<file path="config.mk">
export PLATFORM = sky130hd
export DESIGN_NAME = p_div
export DESIGN_NICKNAME = d
export VERILOG_FILES = /design/src/rtl/p_div.sv
export SDC_FILE = /design/constraint.sdc
export NUM_CORES = 1
export LEC_CHECK = 0
export ABC_AREA = 1
export CAP_MARGIN = 20
export CORE_MARGIN = 3
export CORE_UTILIZATION = 30
export DETAILED_ROUTE_END_ITERATION = 8
export PLACE_DENSITY = 0.44
export SYNTH_ARGS = -nofsm -noshare
export SYNTH_HDL_FRONTEND = slang
export SYNTH_SLANG_ARGS = --single-unit
</file>
<file path="constraint.sdc">
create_clock -name clock -period 3.1 [get_ports clock]
set_input_delay 0.93 -clock clock [delete_from_list [all_inputs] [get_ports clock]]
set_output_delay 0.93 -clock clock [all_outputs]
set_load 0.1 [all_outputs]
</file>
<file path="src/rtl/p_div.sv">
// Multi-cycle packed unsigned divider: restoring division, one step per cycle,
// all lanes in parallel, lane width selected by a one-hot pw.
module p_div (
    input  logic        clock,
    input  logic        reset,
    input  logic        valid,
    output logic        ready,
    input  logic        rem_sel,
    input  logic [4:0]  pw,
    input  logic [31:0] crs1,
    input  logic [31:0] crs2,
    output logic [31:0] result
);

    localparam int NW = 5;

    typedef enum logic [1:0] {
        S_IDLE,
        S_RUN,
        S_DONE
    } state_t;

    state_t      state_q, state_d;
    logic [5:0]  count_q, count_d;
    logic [31:0] rem_q, rem_d;
    // Holds the dividend; quotient bits shift in at each lane LSB as dividend bits leave its MSB.
    logic [31:0] dq_q, dq_d;

    logic [NW-1:0][31:0] step_rem;
    logic [NW-1:0][31:0] step_dq;
    logic [31:0]         step_rem_sel;
    logic [31:0]         step_dq_sel;
    logic [5:0]          lane_w;
    logic                pw_ok;

    genvar gi, gj;
    generate
        for (gi = 0; gi < NW; gi++) begin : g_width
            localparam int W = 32 >> gi;
            localparam int L = 32 / W;
            for (gj = 0; gj < L; gj++) begin : g_lane
                logic [W-1:0] rem_sh;
                logic [W-1:0] dvs;
                logic [W-1:0] diff;
                logic         ge;
                // The partial remainder is always below 2^(k) after k steps, so the
                // dropped top bit is provably zero and no W+1-bit compare is needed.
                assign rem_sh = {rem_q[gj*W +: W-1], dq_q[gj*W + W - 1]};
                assign dvs    = crs2[gj*W +: W];
                assign ge     = (rem_sh >= dvs);
                assign diff   = rem_sh - dvs;
                assign step_rem[gi][gj*W +: W] = ge ? diff : rem_sh;
                assign step_dq[gi][gj*W +: W]  = {dq_q[gj*W +: W-1], ge};
            end
        end
    endgenerate

    always_comb begin
        step_rem_sel = step_rem[0];
        step_dq_sel  = step_dq[0];
        lane_w       = 6'd32;
        case (pw)
            5'b00010: begin step_rem_sel = step_rem[1]; step_dq_sel = step_dq[1]; lane_w = 6'd16; end
            5'b00100: begin step_rem_sel = step_rem[2]; step_dq_sel = step_dq[2]; lane_w = 6'd8;  end
            5'b01000: begin step_rem_sel = step_rem[3]; step_dq_sel = step_dq[3]; lane_w = 6'd4;  end
            5'b10000: begin step_rem_sel = step_rem[4]; step_dq_sel = step_dq[4]; lane_w = 6'd2;  end
            default:  begin end
        endcase
    end

    assign pw_ok = (pw != 5'd0) && ((pw & (pw - 5'd1)) == 5'd0);

    always_comb begin
        state_d = state_q;
        count_d = count_q;
        rem_d   = rem_q;
        dq_d    = dq_q;
        case (state_q)
            S_IDLE: begin
                if (valid) begin
                    if (pw_ok) begin
                        dq_d    = crs1;
                        rem_d   = 32'd0;
                        count_d = lane_w;
                        state_d = S_RUN;
                    end else begin
                        dq_d    = 32'd0;
                        rem_d   = 32'd0;
                        state_d = S_DONE;
                    end
                end
            end
            S_RUN: begin
                if (!valid) begin
                    state_d = S_IDLE;
                end else begin
                    rem_d   = step_rem_sel;
                    dq_d    = step_dq_sel;
                    count_d = count_q - 6'd1;
                    if (count_q == 6'd1) begin
                        state_d = S_DONE;
                    end
                end
            end
            S_DONE: begin
                state_d = S_IDLE;
            end
            default: begin
                state_d = S_IDLE;
            end
        endcase
    end

    always_ff @(posedge clock or posedge reset) begin
        if (reset) begin
            state_q <= S_IDLE;
            count_q <= 6'd0;
            rem_q   <= 32'd0;
            dq_q    <= 32'd0;
        end else begin
            state_q <= state_d;
            count_q <= count_d;
            rem_q   <= rem_d;
            dq_q    <= dq_d;
        end
    end

    assign ready  = (state_q == S_DONE);
    assign result = ready ? (rem_sel ? rem_q : dq_q) : 32'd0;

endmodule

</file>
======== Word level (Yosys, flattened, before mapping) ========
Index checks and enable logic that the tools add are counted.
W data, S select, Z words.
word-level totals
  register bits ........................... 72
  input port bits ......................... 73
  output and inout port bits .............. 33
  logic and storage cells ................. 140
cells by class
  add/sub/neg operators ................... 33
  $lt $le $gt $ge ......................... 31
  equality and inequality tests ........... 11
  multiplexer cells ....................... 52
  bitwise operators ....................... 1
  reduce and logical (&&, ||, !) cells .... 8
operator list
  kind                   number
  $mux W32               8
  $pmux W32 S2           2
  $pmux W32 S4           1
  $pmux W31 S4           1
  $mux W2                20
  $ge A16 B16 Y1         2
  $ge A2 B2 Y1           16
  $ge A32 B32 Y1         1
  $ge A4 B4 Y1           8
  $ge A8 B8 Y1           4
  $mux W16               2
  $mux W4                8
  $mux W8                4
  $sub A16 B16 Y16       2
  $sub A2 B2 Y2          16
  $sub A32 B32 Y32       1
  $sub A4 B4 Y4          8
  $sub A8 B8 Y8          4
  $pmux W6 S4            1
  $mux W6                3
  $pmux W6 S2            1
  $eq A6 B1 Y1 const B   1
  $ne A2 B2 Y1 const B   3
  $sub A6 B1 Y6 const B  1
  18 further kinds       18

======== Longest topological paths before layout ========
  depth in word-level cells ............... 7
  mapped depth ............................ 19
  mapped depth without buffers ............ 17

======== Worst setup path after synthesis ========
OpenSTA, ideal clock, no wires.
  path type ............................... reg2out
  start point ............................. reg state_q[0]
  end point ............................... out result[22]
  arrival ................................. 3.433 ns
  required time ........................... 2.170 ns
  setup slack ............................. -1.263 ns
  cell stages (with the launch flop) ...... 8
  path buffers ............................ 2
  path through ............................ dfrtp_1 > buf_2 > inv_1 > nand2_1 > inv_1 > clkbuf_1 > o21ai_0 > a21oi_1
on the way
  cells in the longest elaborated chain, start to end .. 2
RTL lines
  element                 RTL line  RTL
  from (decl)             23        state_t state_q, state_d;
  from (signal assigned)  121       state_q <= state_d;
  $eq A2 B2 Y1            128       assign ready = (state_q == S_DONE);
  named net ready         7         output logic ready,
  $mux W32                129       assign result = ready ? (rem_sel ? rem_q : dq_q) : 32'd0;
  to (decl)               12        output logic [31:0] result
The timed path passes the listed nets, and every way through them passes these cells.

======== Final worst setup path ========
  start point ............................. in crs2[3]
  end point ............................... reg rem_q[28]
on the way
  cells in the longest elaborated chain, start to end .. 5
  elaborated cells on any way between the ends .. 6
  classes of those cells .................. add/sub: 1; order compare: 1; mux: 4
RTL lines
  element                                                    RTL line  RTL
  from (decl)                                                11        input logic [31:0] crs2,
  $sub A32 B32 Y32 / $ge A32 B32 Y1 (equally long branches)  51, 50
  $mux W32 (*)                                               52        assign step_rem[gi][gj*W +: W] = ge ? diff : rem_sh;
  $pmux W32 S4 (*)                                           62        case (pw)
  $mux W32 (*)                                               94        if (!valid) begin
  $pmux W32 S2 (*)                                           78        case (state_q)
  to (signal assigned)                                       123       rem_q <= rem_d;
  to (decl)                                                  25        logic [31:0] rem_q, rem_d;
Mark *: on every way between the ends. The rest lies on a longest branch, timed or not. The select of a mux whose other input is x is not followed.
A chain may end at the register's enable or synchronous reset.

==> impl_metrics.csv <==
group,metric,value,unit
clocking,insertion_delay,0.38,ns
cells_and_area,layout-drive-gt1-share,25.5,%
detailed_routing,routed_wl,67900,um
sta,setup_tns,0,ns
setup_path,cp.arrival,3.27,ns
sta,hold_viol_final,0,
synth,syn_inst,2260,
synth,syn-num-nets,2428,
global_routing,grt_use_total,29.9,%
detailed_routing,dr.pass1.iters,7,
clocking,clk_pin_slew,0.06,ns
global_routing,antenna_found_initial,0,
detailed_routing,drc,0,
setup_path,crit_required,3.36,ns
setup_path,worstReg2RegStart,"dq_q[31]$_DFFE_PP0P_",
setup_path,rr_endpoint,"rem_q[19]$_DFFE_PP0P_",
hold_path,hold_depth,2,
synth,ys_seq_elements,72,
sta,slew_violations,0,
power_and_ir_drop,ir_drop,0.556,mV
placed_design,io_buffers,105,
sta,slew_headroom,61.9,%
cells_and_area,finalNetCount,2928,
floorplan,rows,74,
setup_path,end_kind,"flip-flop",
floorplan,coreArea,41000,um2
placed_design,gp_congestion,0.960,
detailed_routing,vias,16900,
detailed_routing,drtIter0Drc,1537,
sta,fmax,0.332,GHz
clocking,cts_tree,"built",
power_and_ir_drop,power_density,483,nW/um2
synth,synth-edff-count,0,
synth,synth_top_family_by_area,"simple AND/OR/NAND/NOR gates",
setup_path,r2r_cells,17,
power_and_ir_drop,p_total,9.37,mW
hold_path,hp-start,"dq_q[28]$_DFFE_PP0P_",
sta,setup_violations,0,
setup_path,worstPathMaxFanout,6,
synth,ys_top_cells_by_area,"nand2_1, dfrtp_1, nand3_1, inv_1, ha_1",
sta,fin_ws,0.0866,ns
global_routing,grt_pass1_vias,16100,
sta,fin_skew,0.0129,ns
clocking,h-tree-depth,3,
synth,yosysMostFrequentCell,"nand2_1",
synth,syn_area_per_cell,5.54,um2
synth,synthAdderAreaFrac,11.3,%
power_and_ir_drop,leakagePower,10.4,nW
floorplan,die_x,210,um
synth,synthMuxAreaShare,0,%
cells_and_area,fillers,4368,
synth,seq_area_frac_synth,14.4,%
synth,ys_warn_count,0,
synth,synthFlopType,"dfrtp_1",
global_routing,grt_max_degree,92,
detailed_routing,drtAntennaViolNets,0,
cells_and_area,fin_cells,3297,
sta,period_share,97.2,%
cells_and_area,antenna_cells,0,
global_routing,grt_pass1_wl,100000,um
placed_design,dp_cells,3260,
synth,yosysTopAreaCell,"nand2_1",
sta,whs,0.500,ns
floorplan,start_util,30.6,%
flow_run,maxCapViolCount,0,
clocking,cts_root_buffer,"clkbuf_16",
setup_path,critical_path_class,"input pin to flip-flop",
synth,synth_compound_area_share,15.3,%
synth,yosys.area_share.simple,42.8,%
synth,synthArstFlopShare,100,%
floorplan,die-area,44300,um2
setup_path,worst-r2r-setup-slack,0.19,ns
placed_design,dp_hpwl,53800,um
placed_design,pre_cts_ws,-0.538,ns
synth,ys_types,43,
synth,synth_top_area_share,23.3,%
sta,period_minus_slack,3.01,ns
synth,synthTopCellsByCount,"nand2_1, inv_1, nand3_1",
status,outcome,"completed",
detailed_routing,vias_per_cell,5.12,
floorplan,fp.dieH,210,um
sta,worstMarginPinSlew,0.572,ns
cells_and_area,synthToLayoutAreaGrowth,54.7,%
synth,syn_area,12500,um2
global_routing,grt_overflow,0,
clocking,tritoncts_num_sinks,72,
clocking,clock_path_buffers,2,
detailed_routing,wl_per_cell,20.6,um
hold_path,holdPathEnd,"dq_q[28]$_DFFE_PP0P_",
setup_path,startpoint_type,"input pin",
hold_path,hold_class,"flip-flop to flip-flop",
floorplan,ios,106,
clocking,cts-buffers-inserted,9,
synth,synthXorXnorAreaFrac,2.87,%
clocking,cts_hold_buf,0,
## layer usage
layer  track usage, %  vias up  part of all wire (%)
met2             45.9      633                    43
met4             7.34        0                   2.3
met5                0        -                     0
met1             43.9     7943                    47
li1                 -     8220                     -
met3             4.78       71                   7.5
## registers in the layout, indices dropped and copies added (netlist names)
name and count:
dq_q 32, count_q 6, rem_q 32, state_q 2
## critical path: stages
cell and delay, ns:
clkdlybuf4s50_1 0.50, inv_1 0.09, ha_4 0.29, nand2_1 0.06
nand2_2 0.10, inv_2 0.05, nand2_1 0.11, nand2_1 0.08
nand2_2 0.07, nand2_1 0.06, nand2_2 0.09, nand2_4 0.09
nand3_4 0.20, nand2_4 0.09, buf_12 0.13, buf_4 0.12
nand2_1 0.04, nand2_1 0.05, nand3_1 0.06, nand2_1 0.05
## kinds of logic (layout without fill, tap and decap cells)
kind of cell,Yosys count,count (layout)
AOI/OAI and AO/OA,342,342
xor gates and xnor gates,41,41
adders and majority gates,95,95
buffers and inverters,425,929
DFF,72,72
and+or+nand+nor,1285,1286
## placed cells by master (no fill, tap or decap), types with 33 or more instances in the layout
cell type,Yosys,final
a21oi_1,157,123
a21oi_4,4,33
buf_12,0,54
buf_4,4,440
clkdlybuf4s50_1,0,49
dfrtp_1,72,72
ha_1,64,37
inv_1,332,309
nand2_1,777,733
nand2_2,6,41
nand3_1,265,256
nor2_1,180,168
o21ai_0,128,125
## final cells by class
cell class / count / area (um2) / share of cell area [%]
inverters: 338 / 1270 / 6.56
flip-flops and latches: 72 / 1800 / 9.29
clock buffers: 11 / 243 / 1.25
well taps: 532 / 666 / 3.43
repair buffers: 575 / 5310 / 27.4
clock inverters: 5 / 56.3 / 0.290
multi-input cells: 1764 / 10000 / 51.8
## worst max path at each step
stage	cells past startpoint	end	slack, ns	from
after floorplan	4	result[31]	-0.55	rem_sel
after global placement	15	rem_q[18]$_DFFE_PP0P_	-0.54	crs2[1]
after detailed placement	15	rem_q[18]$_DFFE_PP0P_	-0.54	crs2[1]
after CTS	15	rem_q[18]$_DFFE_PP0P_	-0.02	crs2[1]
after global routing	17	rem_q[29]$_DFFE_PP0P_	-0.03	crs2[28]
final	20	rem_q[28]$_DFFE_PP0P_	0.09	crs2[3]
## report_power, final
part	switching (mW)	internal (mW)
logic	4.08	2.64
registers	0.295	1.19
clock network	0.523	0.646
total	4.89	4.48
## stage by stage
stage / cell area, um2 / utilization (%)
3_3_place_gp: 18100 / 44.2
3_5_place_dp: 18100 / 44.2
4_1_cts: 18500 / 45.0
2_1_floorplan: 12900 / -
6_report: 19400 / 47.3
5_1_grt: 19400 / 47.3
## timing repair
action | CTS | global route
pin swaps | 1 | 32
gates cloned | 0 | 6
setup buffers | 0 | 15
endpoints found under the setup margin | 30 | 34
hold endpoints to repair | 0 | 0
gates resized for setup | 9 | 159
(Power assumes the default switching activity.)
==> patch, RTL diff (config.mk and constraints unchanged) <==
Reset style: synchronous (`reset`), changed in one clocked block.
--- a/src/rtl/p_div.sv
+++ b/src/rtl/p_div.sv
@@ -112,5 +112,5 @@
     end
 
-    always_ff @(posedge clock or posedge reset) begin
+    always_ff @(posedge clock) begin
         if (reset) begin
             state_q <= S_IDLE;
Function: differs if reset is asserted again (counterexample within 4 cycles, from zero or initial values and one cycle with reset high); with reset held inactive, the same outputs for 4 cycles.
==> patch against the original RTL <==
Setup slack got worse by 0.0062 ns; global-route usage decreased by 0.88 points; critical path depth decreased by 15; wire length decreased by 3.6%; maximum frequency decreased by 0.20%; die area decreased by 1.1%; sequential cell count unchanged; area after synthesis decreased by 1.1%; design area decreased by 1.8%.
Power is not compared: it rests on default switching activity, and its combinational part moved more than twofold at a synthesized area within 25%.
==> patch: results (changes against the original RTL) <==
| Metric | Value |
|---|---|
| Outcome | complete, no violations (unchanged) |
| CP arrival | 2.09 ns (was 3.27 ns) |
| Nets | 2924 (was 2928) |
| HP Start | dq_q[22]$_SDFFE_PP0P_ (was dq_q[28]$_DFFE_PP0P_) |
| Critical path launch point | rem_sel (was crs2[3]) |
| Via/cell ratio | 5.11 (was 5.12) |
| R2R depth | 18 (was 17) |
| Hold Path Sink | dq_q[22]$_SDFFE_PP0P_ (was dq_q[28]$_DFFE_PP0P_) |
| Met3 WL | 5.98 mm (was 5.10 mm) |
| Worst Tran Pin Value | 0.830 ns (was 0.572 ns) |
| Share of cells above drive strength 1 | 26.8% (was 25.5%) |
| Post-CTS Repair Setup Buffers | 7 (was 0) |
| Detailed placer's ending HPWL | 52.7 mm (was 53.8 mm) |
| Crit path max fanout | 24 (was 6) |
| Global-route wire length before repair | 97.9 mm (was 100 mm) |
| GRT Total Usage | 29.0% (was 29.9%) |
| 1st-pass router iterations | 5 (was 7) |
| Wirelength per Cell | 19.9 um (was 20.6 um) |
| Vias in the first global route | 16200 (was 16100) |
| Latest clock arrival within the worst-skew pair | 0.36 ns (was 0.38 ns) |
| Synth unique cells | 45 (was 43) |
| Clock-pin slew on the worst setup and hold paths | 0.06 ns (about the same) |
| Worst VDD drop | 0.250 mV |
| LEAKAGE | 0.00966 uW |
| Hold Crit Depth | 2 (unchanged) |
| Commonest cells in the synthesized netlist | nand2_1, inv_1, nand3_1, a21oi_1, nor2_1 (was nand2_1, inv_1, nand3_1, nor2_1, a21oi_1) |
| Top FF cell, synth | dfxtp_1 (was dfrtp_1) |
| Pin count of the biggest net entering global routing | 58 (was 92) |
| Initial DRC count | 1523 (was 1537) |
| Worst setup path endpoint | result[18] (was rem_q[28]$_DFFE_PP0P_) |
| Dominant cells by area after synthesis | nand2_1, dfxtp_1, nand3_1 (was nand2_1, dfrtp_1, nand3_1) |
| Hold WS | 0.480 ns (was 0.500 ns) |
| Post-synthesis sequential area ratio | 11.6% (was 14.4%) |
| Critical R2R Launch | dq_q[31]$_SDFFE_PP0P_ (was dq_q[31]$_DFFE_PP0P_) |
| Ys async rst share | 0% (was 100%) |
| Synthesized net count | 2437 (was 2428) |
| Met2 WL | 27.4 mm (was 29.1 mm) |
| Slack of the worst reg-to-reg path | 0.34 ns (was 0.19 ns) |
| Reg2reg end | rem_q[26]$_SDFFE_PP0P_ (was rem_q[19]$_DFFE_PP0P_) |
| CTS H-tree depth | 3 (unchanged) |
| Metal-1 WL | 30.4 mm (was 32.1 mm) |
| Yosys warns | 0 (unchanged) |
| Worst Hold Class | reg2reg (unchanged) |
| Initial antenna violation count | 1 (was 0) |
| Clock Skews | 0.0129 ns (about the same) |
| Post_cts resized | 40 (was 9) |
| CTS buffer count | 9 (unchanged) |
| Final GP Congestion | 0.964 (was 0.960) |
==> patch: final cells by class <==
| type | instances | area (um^2) |
|---|---|---|
| antenna | 1 | 2.50 |
| clock buffer | 9 | 225 |
| clock inverter | 5 | 50.0 |
| fill | 4329 | 21200 |
| inverter | 340 | 1280 |
| multi-input combinational | 1760 | 10200 |
| sequential | 72 | 1440 |
| tap | 525 | 657 |
| timing repair buffer | 573 | 5200 |
==> patch: routing by layer <==
layer / GRT usage [%] / vias to the layer above
li1: - / 8260
met1: 41.5 / 7706
met2: 43.3 / 721
met3: 7.09 / 97
met4: 8.06 / 0
met5: 0 / -
==> patch: cells by family (layout without fill, tap and decap cells) <==
logic type	after synthesis	after routing	share of synthesized area, %
AND/OR/NAND/NOR	1256	1256	43.1
buffers and inverters	437	927	14.3
AO/OA/AOI/OAI	361	361	16.2
adder cells (fa/ha/maj)	95	95	11.5
flip-flops	72	72	11.6
XOR/XNOR	48	48	3.39
other	0	1	0
==> patch: through the flow <==
step | std cells | setup TNS (ns) | worst slack [ns] | power (uW) | area [um^2]
global placement | 3249 | -15.61 | -0.519 | 2870 | 17800
global route | 3284 | -0.0238 | -0.0192 | 4260 | 19000
floorplan | 2269 | -6.20 | -0.542 | 1970 | 12700
CTS | 3272 | 0 | 0.00106 | 3990 | 18400
detailed placement | 3249 | -16.21 | -0.529 | 2870 | 17800
finish | 3285 | 0 | 0.0804 | 4040 | 19000
==> patch: power by group through the flow <==
stage,sequential [uW],clock [uW],combinational [uW]
4_1_cts,999,1110,1880
6_report,1000,1090,1950
3_5_place_dp,1020,0,1850
3_3_place_gp,1020,0,1850
5_1_grt,1010,1150,2110
2_1_floorplan,1010,0,965
==> patch: worst max-delay path: stages <==
cell and delay (ns):
buf_4 0.28, buf_12 0.27, o21ai_0 0.16, a21oi_4 0.23, buf_12 0.21
